### src/rtl/clk_div_ratio_ctrl.sv
// rtl/clk_div_ratio_ctrl.sv - prescale-to-ratio controller with glitch-safe divider ratio swaps
//
// Purpose: maps a UART-style prescale (4/8/16/32) to the integer divider's ratio and
// drives the divider clock enable. A ratio change while running quiesces the divider,
// swaps the ratio, then restarts it after a guard window.
//
// Ports:
//   i_ref_clk      reference clock (also the divider clock)
//   i_rst_n        synchronous active-low reset
//   i_enable       divider enable request
//   i_cfg_valid    prescale offered this cycle
//   i_cfg_prescale requested prescale (legal: 4, 8, 16, 32)
//   o_cfg_ready    config accepted when high together with i_cfg_valid
//   o_cfg_err      one-cycle pulse after an illegal prescale was accepted and dropped
//   o_busy         ratio swap in progress
//   o_div_ratio    division ratio to the divider
//   o_clk_en       clock enable to the divider
module clk_div_ratio_ctrl #(
  parameter int BASE_RATIO    = 32,
  parameter int DEFAULT_RATIO = 1,
  parameter int GUARD_CYCLES  = 4
) (
  input  logic       i_ref_clk,
  input  logic       i_rst_n,
  input  logic       i_enable,
  input  logic       i_cfg_valid,
  input  logic [5:0] i_cfg_prescale,
  output logic       o_cfg_ready,
  output logic       o_cfg_err,
  output logic       o_busy,
  output logic [7:0] o_div_ratio,
  output logic       o_clk_en
);

  typedef enum logic [2:0] {
    ST_IDLE,
    ST_RUN,
    ST_QUIESCE,
    ST_UPDATE,
    ST_RESTART
  } state_t;

  localparam logic [7:0] GUARD_LOAD = 8'(GUARD_CYCLES - 1);

  state_t     state_q, state_d;
  logic [7:0] cnt_q, cnt_d;
  logic [7:0] ratio_q, ratio_d;
  logic [7:0] pend_q, pend_d;
  logic       clk_en_q, clk_en_d;
  logic       ready_q, ready_d;
  logic       busy_q, busy_d;
  logic       err_q, err_d;

  logic       accept;
  logic       legal;
  logic [7:0] mapped;

  always_comb begin
    legal  = 1'b1;
    mapped = ratio_q;
    case (i_cfg_prescale)
      6'd32:   mapped = 8'(BASE_RATIO / 32);
      6'd16:   mapped = 8'(BASE_RATIO / 16);
      6'd8:    mapped = 8'(BASE_RATIO / 8);
      6'd4:    mapped = 8'(BASE_RATIO / 4);
      default: legal  = 1'b0;
    endcase
  end

  assign accept = i_cfg_valid & ready_q;

  always_comb begin
    state_d = state_q;
    cnt_d   = cnt_q;
    ratio_d = ratio_q;
    pend_d  = pend_q;
    err_d   = accept & ~legal;

    case (state_q)
      ST_IDLE: begin
        // Divider is stopped, so the ratio can be loaded without a guard window.
        if (accept && legal) ratio_d = mapped;
        if (i_enable) state_d = ST_RUN;
      end
      ST_RUN: begin
        if (!i_enable) begin
          // Stopping wins over a simultaneous change: load directly on the way to IDLE.
          state_d = ST_IDLE;
          if (accept && legal) ratio_d = mapped;
        end else if (accept && legal && (mapped != ratio_q)) begin
          pend_d  = mapped;
          cnt_d   = GUARD_LOAD;
          state_d = ST_QUIESCE;
        end
      end
      ST_QUIESCE: begin
        if (!i_enable) begin
          ratio_d = pend_q;
          state_d = ST_IDLE;
        end else if (cnt_q == 8'd0) begin
          state_d = ST_UPDATE;
        end else begin
          cnt_d = cnt_q - 8'd1;
        end
      end
      ST_UPDATE: begin
        ratio_d = pend_q;
        if (!i_enable) begin
          state_d = ST_IDLE;
        end else begin
          cnt_d   = GUARD_LOAD;
          state_d = ST_RESTART;
        end
      end
      ST_RESTART: begin
        if (!i_enable) begin
          state_d = ST_IDLE;
        end else if (cnt_q == 8'd0) begin
          state_d = ST_RUN;
        end else begin
          cnt_d = cnt_q - 8'd1;
        end
      end
      default: state_d = ST_IDLE;
    endcase

    // Outputs are registered copies of what the next state implies.
    clk_en_d = (state_d == ST_RUN);
    ready_d  = (state_d == ST_RUN) || (state_d == ST_IDLE);
    busy_d   = ~ready_d;
  end

  always_ff @(posedge i_ref_clk) begin
    if (!i_rst_n) begin
      state_q  <= ST_IDLE;
      cnt_q    <= 8'd0;
      ratio_q  <= 8'(DEFAULT_RATIO);
      pend_q   <= 8'd0;
      clk_en_q <= 1'b0;
      ready_q  <= 1'b1;
      busy_q   <= 1'b0;
      err_q    <= 1'b0;
    end else begin
      state_q  <= state_d;
      cnt_q    <= cnt_d;
      ratio_q  <= ratio_d;
      pend_q   <= pend_d;
      clk_en_q <= clk_en_d;
      ready_q  <= ready_d;
      busy_q   <= busy_d;
      err_q    <= err_d;
    end
  end

  assign o_cfg_ready = ready_q;
  assign o_cfg_err   = err_q;
  assign o_busy      = busy_q;
  assign o_div_ratio = ratio_q;
  assign o_clk_en    = clk_en_q;

endmodule

### config.mk
export PLATFORM = sky130hd
export DESIGN_NAME = clk_div_ratio_ctrl
export DESIGN_NICKNAME = d
export VERILOG_FILES = /design/src/rtl/clk_div_ratio_ctrl.sv
export SDC_FILE = /design/constraint.sdc
export NUM_CORES = 1
export LEC_CHECK = 0
export BUFFER_PORTS_ARGS = -buffer_cell sky130_fd_sc_hd__buf_4
export CORE_MARGIN = 1.5
export CORE_UTILIZATION = 25
export CTS_CLUSTER_DIAMETER = 100
export DETAILED_ROUTE_END_ITERATION = 8
export PLACE_DENSITY_LB_ADDON = 0.15
export SETUP_SLACK_MARGIN = 0.4
export SLEW_MARGIN = 5
export SYNTH_ARGS = -nofsm -noshare
export SYNTH_HDL_FRONTEND = slang
export SYNTH_SLANG_ARGS = --single-unit
### constraint.sdc
create_clock -name i_ref_clk -period 4.6 [get_ports i_ref_clk]
set_input_delay 0 -clock i_ref_clk [delete_from_list [all_inputs] [get_ports i_ref_clk]]
set_output_delay 0 -clock i_ref_clk [all_outputs]
set_load 0.03 [all_outputs]
==> flow_summary.toml <==
[routing]
avgViaCountPerCell = 5.09
drc = 0
vias = 1592
met3_length_um = 158
first_iter_violations = 104
wl_per_cell_um = 14.8
wl_met1_mm = 2.34
ant_nets = 0
first_pass_iters = 4
wl_mm = 4.62
met2_length_mm = 2.03
top_layer_used = "met4"

[critical_path]
required_ps = 4780
endpoint_kind = "flip-flop"
crit_fanout = 15
crit_path_start_kind = "flip-flop"
worst-setup-path-type = "flip-flop to flip-flop"
crit_arrival_ps = 2340

[logic_synthesis]
yosysTopAreaCell = "dfxtp_1"
synthesis.nets = 227
yosysWarnings = 0
synthTopCellsByArea = "dfxtp_1 (36%), nand2_1 (5.6%), a21oi_1 (5.2%)"
netlist_instances = 215
synthArstFlopShare = 0
synthDistinctLibCells = 45
yosys_most_used_dff = "dfxtp_1"
synth_edf_count = 0
synthAdderAreaFrac = 0.0202
muxShareOfSynthArea = 0.0231
synth_top_family_by_area = "simple AND/OR/NAND/NOR gates"
syn_area_mm2 = 0.00173
synth-compound-area-share = 0.235
synthXorXnorAreaFrac = 0.0152
ys_ff_latch = 31
syn_avg_cell_area_um2 = 8.07
synth_top_cell_area_share = 0.358
synth-seq-area-share = 0.358
synth_simple_gate_area_frac = 0.294

[run_status]
status = "completed"

[clock_tree]
clock_sinks = 31
htree_levels = 2
numCtsBuffers = 5
post_cts_buffers = 0
clk_pin_slew_worst_paths_ps = 70
cts_tree = "built"
cts_root_buf = "clkbuf_8"
clk_latency_ps = 290
cts_hold_buf = 0
cts_resized = 0
clockBufferDepth = 2

[timing]
setup_tns_ps = 0
fmax_ghz = 0.462
maxSlewHeadroom = 0.552
fin_crit_sh = 0.471
grt_setup_unrepaired = "false"
hold_violations = 0
slew_violations = 0
clock_skew_ps = 3.64
setup_viol = 0
min_period_ps = 2170
worst_pin_slew_ps = 667

[floorplanning]
io_pins = 22
floorplan.initialDensity = 0.257
core_mm2 = 0.00676
die_w_um = 86.3
die-area_mm2 = 0.00745
die_h_um = 86.3
num_rows = 30

[grt]
grt_pass1_vias = 1524
overflow = 0
antenna_found_initial = 0
grt_max_degree = 19
grt_pass1_wl_mm = 7.85
grt_usage = 0.137

[finish]
n_antenna_cell = 0
fin_cells = 313
fin_nets = 244
final_layout_size_suffix_gt1_frac = 0.159
mostFrequentLayoutCells = "dfxtp_1 (31), nand2_1 (26), buf_4 (22), nor2_1 (21), a21oi_1 (18)"
syn_to_final_growth_pct = 16.5
final_common_cell = "dfxtp_1"

[power_and_ir_drop]
p_int_uw = 393
combPwrFrac = 0.090
seq_power_share = 0.511
netSwitchingFraction = 0.270
p_leak_uw = 0.000769
switching_power_uw = 145
p_per_area_mw_per_mm2 = 266
power_frac_clock = 0.399
vdd_drop_max_mv = 0.101

[run]
max_cap_violations = 0

[placement]
io_buffer_count = 21
finalWeightedCongestion = 0.738
dpl.hpwl_mm = 3.33
placedCellCount = 305

[worst_hold_path]
hp-class = "input port to flip-flop"
[cell usage after synthesis (2+ instances only)]
library cell and count:
buf_6 2, nor3_1 6, o21ai_1 4, nand2b_1 6, o31a_1 3, clkbuf_1 7
buf_2 3, nor4b_1 4, nor4_1 5, xor2_1 2, nand2_1 26, nor2b_1 2
nor2_1 21, nand3_1 12, o2bb2ai_1 2, a31oi_1 2, or4_4 2, o311ai_1 2
inv_1 8, o31ai_1 2, dfxtp_1 31, mux2i_1 4, o21ai_0 8, a21oi_1 18
o21a_1 3, a22o_1 2, a21o_1 2, o221a_1 5, and3_1 4, ha_1 2
[metal layers]
metal  vias up  global-route usage
met2        34               0.202
li1        814                   -
met1       736               0.189
met4         0              0.0528
met5         -                   0
met3         8              0.0390
[cells by family (layout without fill, tap and decap cells)]
logic type,Yosys count,count (layout)
xor gates and xnor gates,3,3
and+or+nand+nor,96,96
adders and majority gates,3,3
DFF,31,31
AOI/OAI and AO/OA,58,58
buffers and inverters,20,38
muxes,4,4
[state kept, by name, indices dropped and copies added, names as in the netlist]
signal       cells
o_div_ratio      8
cnt_q            8
o_cfg_ready      1
pend_q           8
state_q          3
o_cfg_err        1
o_busy           1
o_clk_en         1
[final cells by class]
type                            instances  area [um2]
Tap cell                               80         100
Clock buffer                            5        68.8
Clock inverter                          3        15.0
Fill cell                             736        4740
Timing Repair Buffer                   22         165
Sequential cell                        31         621
Multi-Input combinational cell        164        1020
Inverter                                8        30.0
[power by group through the flow]
stage               sequential [uW]  combinational [uW]  clock [uW]
floorplan                       281                33.0           0
global placement                281                48.5           0
detailed placement              281                48.6           0
CTS                             275                48.8         222
global route                    275                53.6         238
finish                          275                48.3         215
[stage by stage]
| stage | power [uW] | hold slack (ps) | setup WS [ps] | util | cell area [um2] |
|---|---|---|---|---|---|
| global placement | 330 | 326 | 2440 | 0.286 | 1940 |
| detailed placement | 330 | 319 | 2440 | 0.286 | 1940 |
| floorplan | 314 | 162 | 2640 | - | 1730 |
| CTS | 546 | 16.7 | 2430 | 0.299 | 2020 |
| finish | 538 | 20.0 | 2430 | 0.299 | 2020 |
| global route | 567 | 12.3 | 2210 | 0.299 | 2020 |
[worst paths after layout]
kind,from,end,slack [ps],depth (start not counted)
worst min register to register,pend_q[3],pend_q[3],460,2
worst max-delay path,state_q[1],cnt_q[3],2430,5
worst min-delay path,i_cfg_valid,o_cfg_err,20,2
worst max register to register,state_q[1],cnt_q[3],2430,5
[worst max-delay path, stage by stage (launching register included)]
cell and delay, ps:
dfxtp_1 670, nor2b_1 550, o21ai_0 180, a21oi_1 280
a41oi_4 100, o221a_1 270
(Power assumes the default switching activity.)
